### config.mk
export PLATFORM = sky130hd
export DESIGN_NAME = inv_tree_monitor
export DESIGN_NICKNAME = d
export VERILOG_FILES = /design/src/rtl/inv_tree_mon_pkg.sv /design/src/rtl/inv_tree_mon_leaf.sv /design/src/rtl/inv_tree_monitor.sv
export SDC_FILE = /design/constraint.sdc
export NUM_CORES = 1
export LEC_CHECK = 0
export CORE_MARGIN = 2
export CORE_UTILIZATION = 45
export CTS_BUF_LIST = sky130_fd_sc_hd__clkbuf_16
export CTS_CLUSTER_SIZE = 25
export DETAILED_ROUTE_END_ITERATION = 10
export HOLD_SLACK_MARGIN = 0.15
export PLACE_DENSITY = 0.75
export REMOVE_ABC_BUFFERS = 1
export SYNTH_ARGS = -nofsm -noshare
export SYNTH_HDL_FRONTEND = slang
export SYNTH_SLANG_ARGS = --single-unit
export TNS_END_PERCENT = 1
### constraint.sdc
create_clock -name clk -period 13.65 [get_ports clk]
set_input_delay 1.365 -clock clk [delete_from_list [all_inputs] [get_ports clk]]
set_output_delay 1.365 -clock clk [all_outputs]
set_load 0.01 [all_outputs]
### src/rtl/inv_tree_mon_pkg.sv
// inv_tree_mon_pkg: shared constants and FSM state encoding for the fanout-tree monitor
package inv_tree_mon_pkg;

    localparam int NUM_LEAVES = 4;

    typedef enum logic [1:0] {
        IDLE = 2'd0,
        RUN  = 2'd1,
        DONE = 2'd2
    } state_e;

endpackage

### src/rtl/inv_tree_mon_leaf.sv
// inv_tree_mon_leaf: per-leaf synchroniser, edge detector, saturating counter and first-edge timestamp
module inv_tree_mon_leaf
    import inv_tree_mon_pkg::*;
#(
    parameter int CNT_W       = 16,
    parameter int WIN_W       = 16,
    parameter int SYNC_STAGES = 2
) (
    input  logic             clk,
    input  logic             rst,
    input  logic             din_i,
    input  logic             clr_i,
    input  logic             en_i,
    input  logic [WIN_W-1:0] elapsed_i,
    output logic [CNT_W-1:0] cnt_o,
    output logic [CNT_W-1:0] cnt_nxt_o,
    output logic [WIN_W-1:0] ts_nxt_o,
    output logic             seen_nxt_o,
    output logic             sat_o
);

    logic [SYNC_STAGES-1:0] sync_q;
    logic                   prev_q;
    logic [CNT_W-1:0]       cnt_q, cnt_d;
    logic [WIN_W-1:0]       ts_q, ts_d;
    logic                   seen_q, seen_d;
    logic                   sat_q, sat_d;
    logic                   hit, full;

    // synchroniser and previous sample free-run so entering RUN never creates a false edge
    always_ff @(posedge clk or posedge rst) begin
        if (rst) begin
            sync_q <= '0;
            prev_q <= 1'b0;
        end else begin
            sync_q <= {sync_q[SYNC_STAGES-2:0], din_i};
            prev_q <= sync_q[SYNC_STAGES-1];
        end
    end

    always_comb begin
        hit    = en_i & (sync_q[SYNC_STAGES-1] ^ prev_q);
        full   = &cnt_q;
        cnt_d  = clr_i ? '0 : (hit & ~full) ? cnt_q + CNT_W'(1) : cnt_q;
        sat_d  = clr_i ? 1'b0 : sat_q | (hit & full);
        seen_d = clr_i ? 1'b0 : seen_q | hit;
        ts_d   = clr_i ? '0 : (hit & ~seen_q) ? elapsed_i : ts_q;
    end

    always_ff @(posedge clk or posedge rst) begin
        if (rst) begin
            cnt_q  <= '0;
            ts_q   <= '0;
            seen_q <= 1'b0;
            sat_q  <= 1'b0;
        end else begin
            cnt_q  <= cnt_d;
            ts_q   <= ts_d;
            seen_q <= seen_d;
            sat_q  <= sat_d;
        end
    end

    assign cnt_o      = cnt_q;
    assign cnt_nxt_o  = cnt_d;
    assign ts_nxt_o   = ts_d;
    assign seen_nxt_o = seen_d;
    assign sat_o      = sat_q;

endmodule

### src/rtl/inv_tree_monitor.sv
// inv_tree_monitor: windowed transition counting, mismatch and first-edge skew check over four tree leaves
module inv_tree_monitor
    import inv_tree_mon_pkg::*;
#(
    parameter int CNT_W       = 16,
    parameter int WIN_W       = 16,
    parameter int SYNC_STAGES = 2
) (
    input  logic                        clk,
    input  logic                        rst,
    input  logic                        start_i,
    input  logic [WIN_W-1:0]            win_len_i,
    input  logic [NUM_LEAVES-1:0]       dout_i,
    output logic                        busy_o,
    output logic                        res_valid_o,
    input  logic                        res_ready_i,
    output logic [NUM_LEAVES*CNT_W-1:0] cnt_flat_o,
    output logic                        mismatch_o,
    output logic [WIN_W-1:0]            skew_o,
    output logic                        sat_o
);

    localparam logic [1:0] S_IDLE = IDLE;
    localparam logic [1:0] S_RUN  = RUN;
    localparam logic [1:0] S_DONE = DONE;

    logic [1:0]            state_q, state_d;
    logic [WIN_W-1:0]      win_q, win_d;
    logic [WIN_W-1:0]      el_q, el_d;
    logic                  mis_q, mis_d;
    logic [WIN_W-1:0]      skew_q, skew_d;
    logic                  clr, en;
    logic                  mis_nxt;
    logic [WIN_W-1:0]      skew_nxt, mx, mn;
    logic [CNT_W-1:0]      cnt_w   [NUM_LEAVES];
    logic [CNT_W-1:0]      cnt_nxt [NUM_LEAVES];
    logic [WIN_W-1:0]      ts_nxt  [NUM_LEAVES];
    logic [NUM_LEAVES-1:0] seen_nxt, sat_v;

    for (genvar i = 0; i < NUM_LEAVES; i++) begin : g_leaf
        inv_tree_mon_leaf #(
            .CNT_W      (CNT_W),
            .WIN_W      (WIN_W),
            .SYNC_STAGES(SYNC_STAGES)
        ) u_leaf (
            .clk       (clk),
            .rst       (rst),
            .din_i     (dout_i[i]),
            .clr_i     (clr),
            .en_i      (en),
            .elapsed_i (el_q),
            .cnt_o     (cnt_w[i]),
            .cnt_nxt_o (cnt_nxt[i]),
            .ts_nxt_o  (ts_nxt[i]),
            .seen_nxt_o(seen_nxt[i]),
            .sat_o     (sat_v[i])
        );
        assign cnt_flat_o[i*CNT_W +: CNT_W] = cnt_w[i];
    end

    // reduction uses next-state leaf values so edges in the final RUN cycle are included
    always_comb begin
        mx      = '0;
        mn      = '1;
        mis_nxt = 1'b0;
        for (int k = 0; k < NUM_LEAVES; k++) begin
            mis_nxt = mis_nxt | (cnt_nxt[k] != cnt_nxt[0]);
            mx      = (seen_nxt[k] && ts_nxt[k] > mx) ? ts_nxt[k] : mx;
            mn      = (seen_nxt[k] && ts_nxt[k] < mn) ? ts_nxt[k] : mn;
        end
        skew_nxt = (mx >= mn) ? mx - mn : '0;
    end

    always_comb begin
        state_d = state_q;
        win_d   = win_q;
        el_d    = el_q;
        mis_d   = mis_q;
        skew_d  = skew_q;
        clr     = 1'b0;
        en      = 1'b0;
        case (state_q)
            S_IDLE: if (start_i) begin
                clr     = 1'b1;
                win_d   = win_len_i;
                el_d    = '0;
                mis_d   = 1'b0;
                skew_d  = '0;
                state_d = (win_len_i == '0) ? S_DONE : S_RUN;
            end
            S_RUN: begin
                en    = 1'b1;
                el_d  = el_q + WIN_W'(1);
                win_d = win_q - WIN_W'(1);
                if (win_q == WIN_W'(1)) begin
                    state_d = S_DONE;
                    mis_d   = mis_nxt;
                    skew_d  = skew_nxt;
                end
            end
            S_DONE: state_d = res_ready_i ? S_IDLE : S_DONE;
            default: state_d = S_IDLE;
        endcase
    end

    always_ff @(posedge clk or posedge rst) begin
        if (rst) begin
            state_q <= S_IDLE;
            win_q   <= '0;
            el_q    <= '0;
            mis_q   <= 1'b0;
            skew_q  <= '0;
        end else begin
            state_q <= state_d;
            win_q   <= win_d;
            el_q    <= el_d;
            mis_q   <= mis_d;
            skew_q  <= skew_d;
        end
    end

    assign busy_o      = (state_q == S_RUN);
    assign res_valid_o = (state_q == S_DONE);
    assign mismatch_o  = mis_q;
    assign skew_o      = skew_q;
    assign sat_o       = |sat_v;

endmodule

== After elaboration in Yosys (flattened, before gate mapping) ==
Index checks and enable logic that the tools add are counted.
Word-level totals
  bits in registers: 199
  input port bits: 24
  output and inout bits: 84
  logic and storage cells: 160
Cells by class
  add/sub/neg operators: 7
  order comparisons: 9
  eq/ne operators: 8
  muxes and demuxes: 50
  bitwise logic cells: 38
  reduce and logical (&&, ||, !) cells: 19
Operators by type and width (count)
  $mux W16: 28
  $pmux W16 S2: 3
  $add A16 B1 Y16 const B: 5
  $reduce_and A16 Y1: 4
  $gt A16 B16 Y1: 3
  $lt A16 B16 Y1: 3
  $ne A16 B16 Y1: 3
  $and A1 B1 Y1: 16
  $eq A16 B1 Y1 const B: 1
  $ge A16 B16 Y1: 1
  $gt A16 B1 Y1 const B: 1
  $logic_not A16 Y1: 1
  $lt A16 B16 Y1 const B: 1
  $sub A16 B1 Y16 const B: 1
  $sub A16 B16 Y16: 1
  $mux W1: 13
  $or A1 B1 Y1: 10
  $logic_and A1 B1 Y1: 8
  $mux W2: 4
  $not A1 Y1: 8
  $pmux W2 S3: 1
  $reduce_and A2 Y1: 2
  $reduce_or A4 Y1: 1
  $xor A1 B1 Y1: 4
  other kinds (8): 8

== Longest topological paths before layout ==
  depth after elaboration: 22
  mapped depth: 57
  depth with buffers taken out: 50

== By module ==
Synthesis repeated with hierarchy kept, for this count alone.
Unflattened totals
  cell total of the unflattened synthesis: 1666
  area total of the unflattened synthesis: 14629.0 sq um
By module, submodules not included
  inv_tree_monitor: instances 1, cells an instance 994, area an instance 7662.3 sq um, seq. area each 1276.2 sq um
  inv_tree_mon_leaf: instances 4, cells an instance 168, area an instance 1741.7 sq um, seq. area each 925.9 sq um

== Worst setup path before layout ==
OpenSTA, ideal clock, no wires.
  path type: input to register
  start point: input start_i
  end point: register skew_q[2], in the netlist skew_o[2]
  library setup time: 0.133 ns
  data arrival time: 10.843 ns
  data required time: 13.517 ns
  slack: 2.674 ns
  stages on the path: 53
  path buffers: 11
  path through: nand2b_1 -> nor2_1 -> clkbuf_1 -> clkbuf_1 -> buf_2 -> buf_1 -> nor2_1 -> ha_1 -> nand2_1 -> nor4_1 -> o21a_1 -> o31a_1 -> o31a_1 -> buf_2 -> clkbuf_1 -> clkbuf_1 -> nand2_1 -> o21ai_0 -> [... 17 more ...] -> a21oi_1 -> o21ai_0 -> nand2_1 -> o21a_1 -> clkbuf_1 -> a311oi_1 -> fa_1 -> nand2_1 -> nand2_1 -> a21o_1 -> a211oi_1 -> o21ai_1 -> nand3b_1 -> a31oi_1 -> o31a_1 -> o21ai_0 -> clkbuf_1 -> o21ai_0
Between the ends
  elaborated cells on any way between the ends: 41
  classes of those cells: 1 x add/sub; 9 x order compare; 1 x eq/ne; 21 x mux; 9 x reduce/logical
RTL lines
  from (decl): RTL line inv_tree_monitor.sv:11  | input logic start_i,
  $mux W1 *: RTL line inv_tree_monitor.sv:83  | S_IDLE: if (start_i) begin
  $mux W1 *: RTL line inv_tree_monitor.sv:82  | case (state_q)
  $mux W16 *: RTL line inv_tree_mon_leaf.sv:47  | ts_d = clr_i ? '0 : (hit & ~seen_q) ? elapsed_i : ts_q;
  named net g_leaf[1].u_leaf.ts_nxt_o[11]: RTL line inv_tree_mon_leaf.sv:17  | output logic [WIN_W-1:0] ts_nxt_o,
  $gt A16 B16 Y1 / $lt A16 B16 Y1 (equally long branches): RTL line inv_tree_monitor.sv:68, inv_tree_monitor.sv:69
  $logic_and A1 B1 Y1 (on tied branches): RTL line inv_tree_monitor.sv:68, inv_tree_monitor.sv:69
  $mux W16 (on tied branches): RTL line inv_tree_monitor.sv:68, inv_tree_monitor.sv:69
  $gt A16 B16 Y1 / $lt A16 B16 Y1 (equally long branches): RTL line inv_tree_monitor.sv:68, inv_tree_monitor.sv:69
  $logic_and A1 B1 Y1 (on tied branches): RTL line inv_tree_monitor.sv:68, inv_tree_monitor.sv:69
  $mux W16 (on tied branches): RTL line inv_tree_monitor.sv:68, inv_tree_monitor.sv:69
  $gt A16 B16 Y1 / $lt A16 B16 Y1 (equally long branches): RTL line inv_tree_monitor.sv:68, inv_tree_monitor.sv:69
  $logic_and A1 B1 Y1 (on tied branches): RTL line inv_tree_monitor.sv:68, inv_tree_monitor.sv:69
  $mux W16 (on tied branches): RTL line inv_tree_monitor.sv:68, inv_tree_monitor.sv:69
  $sub A16 B16 Y16 / $ge A16 B16 Y1 (equally long branches): RTL line inv_tree_monitor.sv:71  | skew_nxt = (mx >= mn) ? mx - mn : '0;
  $mux W16 *: RTL line inv_tree_monitor.sv:71
  $mux W16 *: RTL line inv_tree_monitor.sv:95  | if (win_q == WIN_W'(1)) begin
  $pmux W16 S2 *: RTL line inv_tree_monitor.sv:82
  to (signal assigned): RTL line inv_tree_monitor.sv:118  | skew_q <= skew_d;
  to (decl): RTL line inv_tree_monitor.sv:31  | logic [WIN_W-1:0] skew_q, skew_d;
The timed path passes the listed nets; every way through them passes the cells marked *. The select of a mux whose other input is x is not followed.
A chain may end at the register's enable or synchronous reset.

== Worst setup path after layout ==
  start point: input start_i
  end point: register skew_q[9], in the netlist skew_o[9]
The elaborated chain is that of the path after synthesis.

==> impl_metrics.csv <==
group,metric,value,unit
grt,grt_pass1_wl,68.88,mm
place,postPlaceCellArea,15450,µm²
clock_tree,cts_resized,0,
floorplanning,rows,64,
place,dp.cells,2072,
clock_tree,cts_buffers,17,
floorplanning,die_height,180.8,µm
flow_run,maxCapViolCount,0,
synthesis,synthTopCellsByCount,"dfrtp_1, nand2_1, nor2_1, o21ai_0, ha_1",
clock_tree,post_cts_buffers,0,
synthesis,synth_ff_type,"dfrtp_1",
synthesis,syn_area,14060,µm²
finish,final_cells,2104,
drt,viasPerCell,6.173,
finish,final_area,16070,µm²
clock_tree,clk_latency,450,ps
finish,drive_above_1_share,0.05855,
grt,grt_pass1_vias,12695,
timing,fin_tns_setup,0,ps
critical_path,cp_max_fo,37,
critical_path,path_class,"in2reg",
clock_tree,cts-root-buf,"clkbuf_16",
timing,fin_worst_skew,13.83,ps
timing,maxSlewViolCount,0,
critical_path,crit_path_end_kind,"flip-flop",
critical_path,cp_data_required_time,13970,ps
floorplanning,start_util,0.4585,
drt,via_count,12988,
finish,n_antenna_cell,0,
synthesis,ys_ff_latch,199,
floorplanning,die_width,180.8,µm
drt,drtIter0Drc,1338,
timing,fmax,0.07854,GHz
floorplanning,die_area,32680,µm²
status,outcome,"completed",
drt,dr.pass1.iters,6,
synthesis,ys_seq_area_frac,0.3541,
drt,drc_errors,0,
clock_tree,cts.sinks,199,
synthesis,synth.area.top_cells,"dfrtp_1, ha_1, mux2i_1, nand2_1, nor2_1",
grt,grt_antenna_before_repair,0,
synthesis,post_synth.cell_area_avg,8.648,µm²
place,dpl.hpwl,32.48,mm
place,place.gp.congestion,0.9938,
finish,register_area,4980,µm²
grt,grt_max_degree,129,
hold_path,hold_path.class,"reg2reg",
synthesis,async_reset_ff_frac,1.000,
drt,wirelength,43.34,mm
floorplanning,coreArea,30670,µm²
critical_path,slowest_stage,"o31ai_2",
timing,hold_violations,0,
clock_tree,cts_hold_buf,0,
timing,slew_headroom,0.2202,
critical_path,crit_top_cell,"a21o_1",
timing,fin_crit_sh,0.9327,
synthesis,syn_inst,1626,
timing,tightest_slew,1165,ps
critical_path,rrSetupSlack,1200,ps
clock_tree,h-tree-depth,4,
floorplanning,ios,108,
finish,fin_nets,1835,
place,portBuffers,107,
timing,fin_crit,12730,ps
synthesis,synth_top_area_frac,0.3541,
drt,ant_nets,0,
finish,multi_input_area,8502,µm²
synthesis,synth_top_area_cell,"dfrtp_1",
synthesis,synth_edf_count,0,
synthesis,yosysUniqueCellTypes,84,
finish,syn_to_final_growth,14.28,%
finish,fillers,2806,
critical_path,cp.arrival,13050,ps
grt,grt_util_all_layers,0.2640,
clock_tree,clkTransAtPathRegs,70,ps
synthesis,yosysWarnings,0,
drt,wire_per_inst,20.60,µm
clock_tree,cts_tree,"yes",
critical_path,max_stage_delay,740,ps
grt,grt.overflow.total,0,
timing,setup_violations,0,
clock_tree,clockBufferDepth,2,
synthesis,synth.most_common_cell,"dfrtp_1",
critical_path,startpoint_type,"input pin",
timing,rsz0062_at_grt,"no",
## sequential cells by signal, indices dropped and copies added (netlist names)
name	cells
g_leaf.u_leaf.cnt_o	64
g_leaf.u_leaf.ts_q	64
el_q	16
skew_o	16
win_q	16
g_leaf.u_leaf.sync_q	8
g_leaf.u_leaf.prev_q	4
g_leaf.u_leaf.sat_o	4
g_leaf.u_leaf.seen_q	4
state_q	2
mismatch_o	1
## final cells by class
type,count,share of cell area
Clock buffer,17,0.02647
Clock inverter,14,0.01191
Inverter,76,0.01822
Multi-Input combinational cell,1280,0.5290
Sequential cell,199,0.3099
Tap cell,396,0.03083
Timing Repair Buffer,122,0.07365
## cell families after synthesis
family                   after synthesis  synth area share
multiplexers                          89           0.06380
adder cells (fa/ha/maj)              115            0.1029
XOR/XNOR                              69           0.04351
flip-flops                           199            0.3541
AO/OA/AOI/OAI                        384            0.1758
buffers and inverters                148           0.04315
AND/OR/NAND/NOR                      622            0.2167
## final timing paths
kind,from,endpoint,depth (start not counted)
worst max-delay path,start_i,skew_o[9]$_DFFE_PP0P_,47
worst min-delay path,g_leaf[1].u_leaf.sync_q[0]$_DFF_PP0_,g_leaf[1].u_leaf.sync_q[1]$_DFF_PP0_,0
worst max register to register,state_q[0]$_DFFE_PP0P_,skew_o[9]$_DFFE_PP0P_,44
worst min register to register,g_leaf[1].u_leaf.sync_q[0]$_DFF_PP0_,g_leaf[1].u_leaf.sync_q[1]$_DFF_PP0_,0
max in group asynchronous,rst,g_leaf[2].u_leaf.ts_q[7]$_DFF_PP0_,3
min in group asynchronous,rst,g_leaf[1].u_leaf.ts_q[9]$_DFF_PP0_,2
## layout by cell type (no fill, tap or decap), types with 4 or more instances in the layout
cell type        instances
and3_1                  14
ha_1                   114
dfrtp_1                199
nor3b_1                  6
o31a_1                   6
inv_1                   73
clkbuf_16               17
xor2_1                  28
or3_1                   12
o21ai_1                  4
and2_1                  13
mux2_2                   4
nor4_1                  22
nor2_1                 158
a211oi_1                22
or4_1                    8
nand3_1                 51
nand2_1                185
nor2b_1                  9
a31oi_1                 10
buf_4                   15
a21o_1                  24
and4_1                  13
nand4_1                 48
a311oi_1                 9
o211ai_1                18
mux2i_1                 84
nor3_1                  32
nand2b_1                10
o21ai_0                119
o31ai_1                 21
a21oi_1                 93
or2_2                   19
a311oi_2                 7
inv_8                    4
clkdlybuf4s50_1        107
o21a_1                   7
xnor2_1                 40
## metal layers
layer,vias to the layer above,routed length (µm),track usage
met5,-,0,0
met2,575,20590,0.4395
met1,6258,17740,0.3313
met4,0,2277,0.1365
met3,130,2733,0.04213
li1,6025,-,-
## worst max-delay path, delay by kind of cell
family	cells	cell delay, ps
AO/OA/AOI/OAI	23	5380
adder cells (fa/ha/maj)	5	1530
buffers and inverters	7	1780
AND/OR/NAND/NOR	12	2940
## through the flow
step | util | setup WS, ps | hold WS [ps]
2_1_floorplan | - | -2892 | 331.2
3_3_place_gp | 0.5036 | 957.2 | 332.4
3_5_place_dp | 0.5036 | 462.9 | 338.1
4_1_cts | 0.5237 | 847.2 | 355.4
5_1_grt | 0.5240 | 56.87 | 357.9
6_report | 0.5240 | 918.4 | 352.4
Power is not shown: default switching activity piles up to over one toggle a cycle in this logic, so the estimate is an artifact.
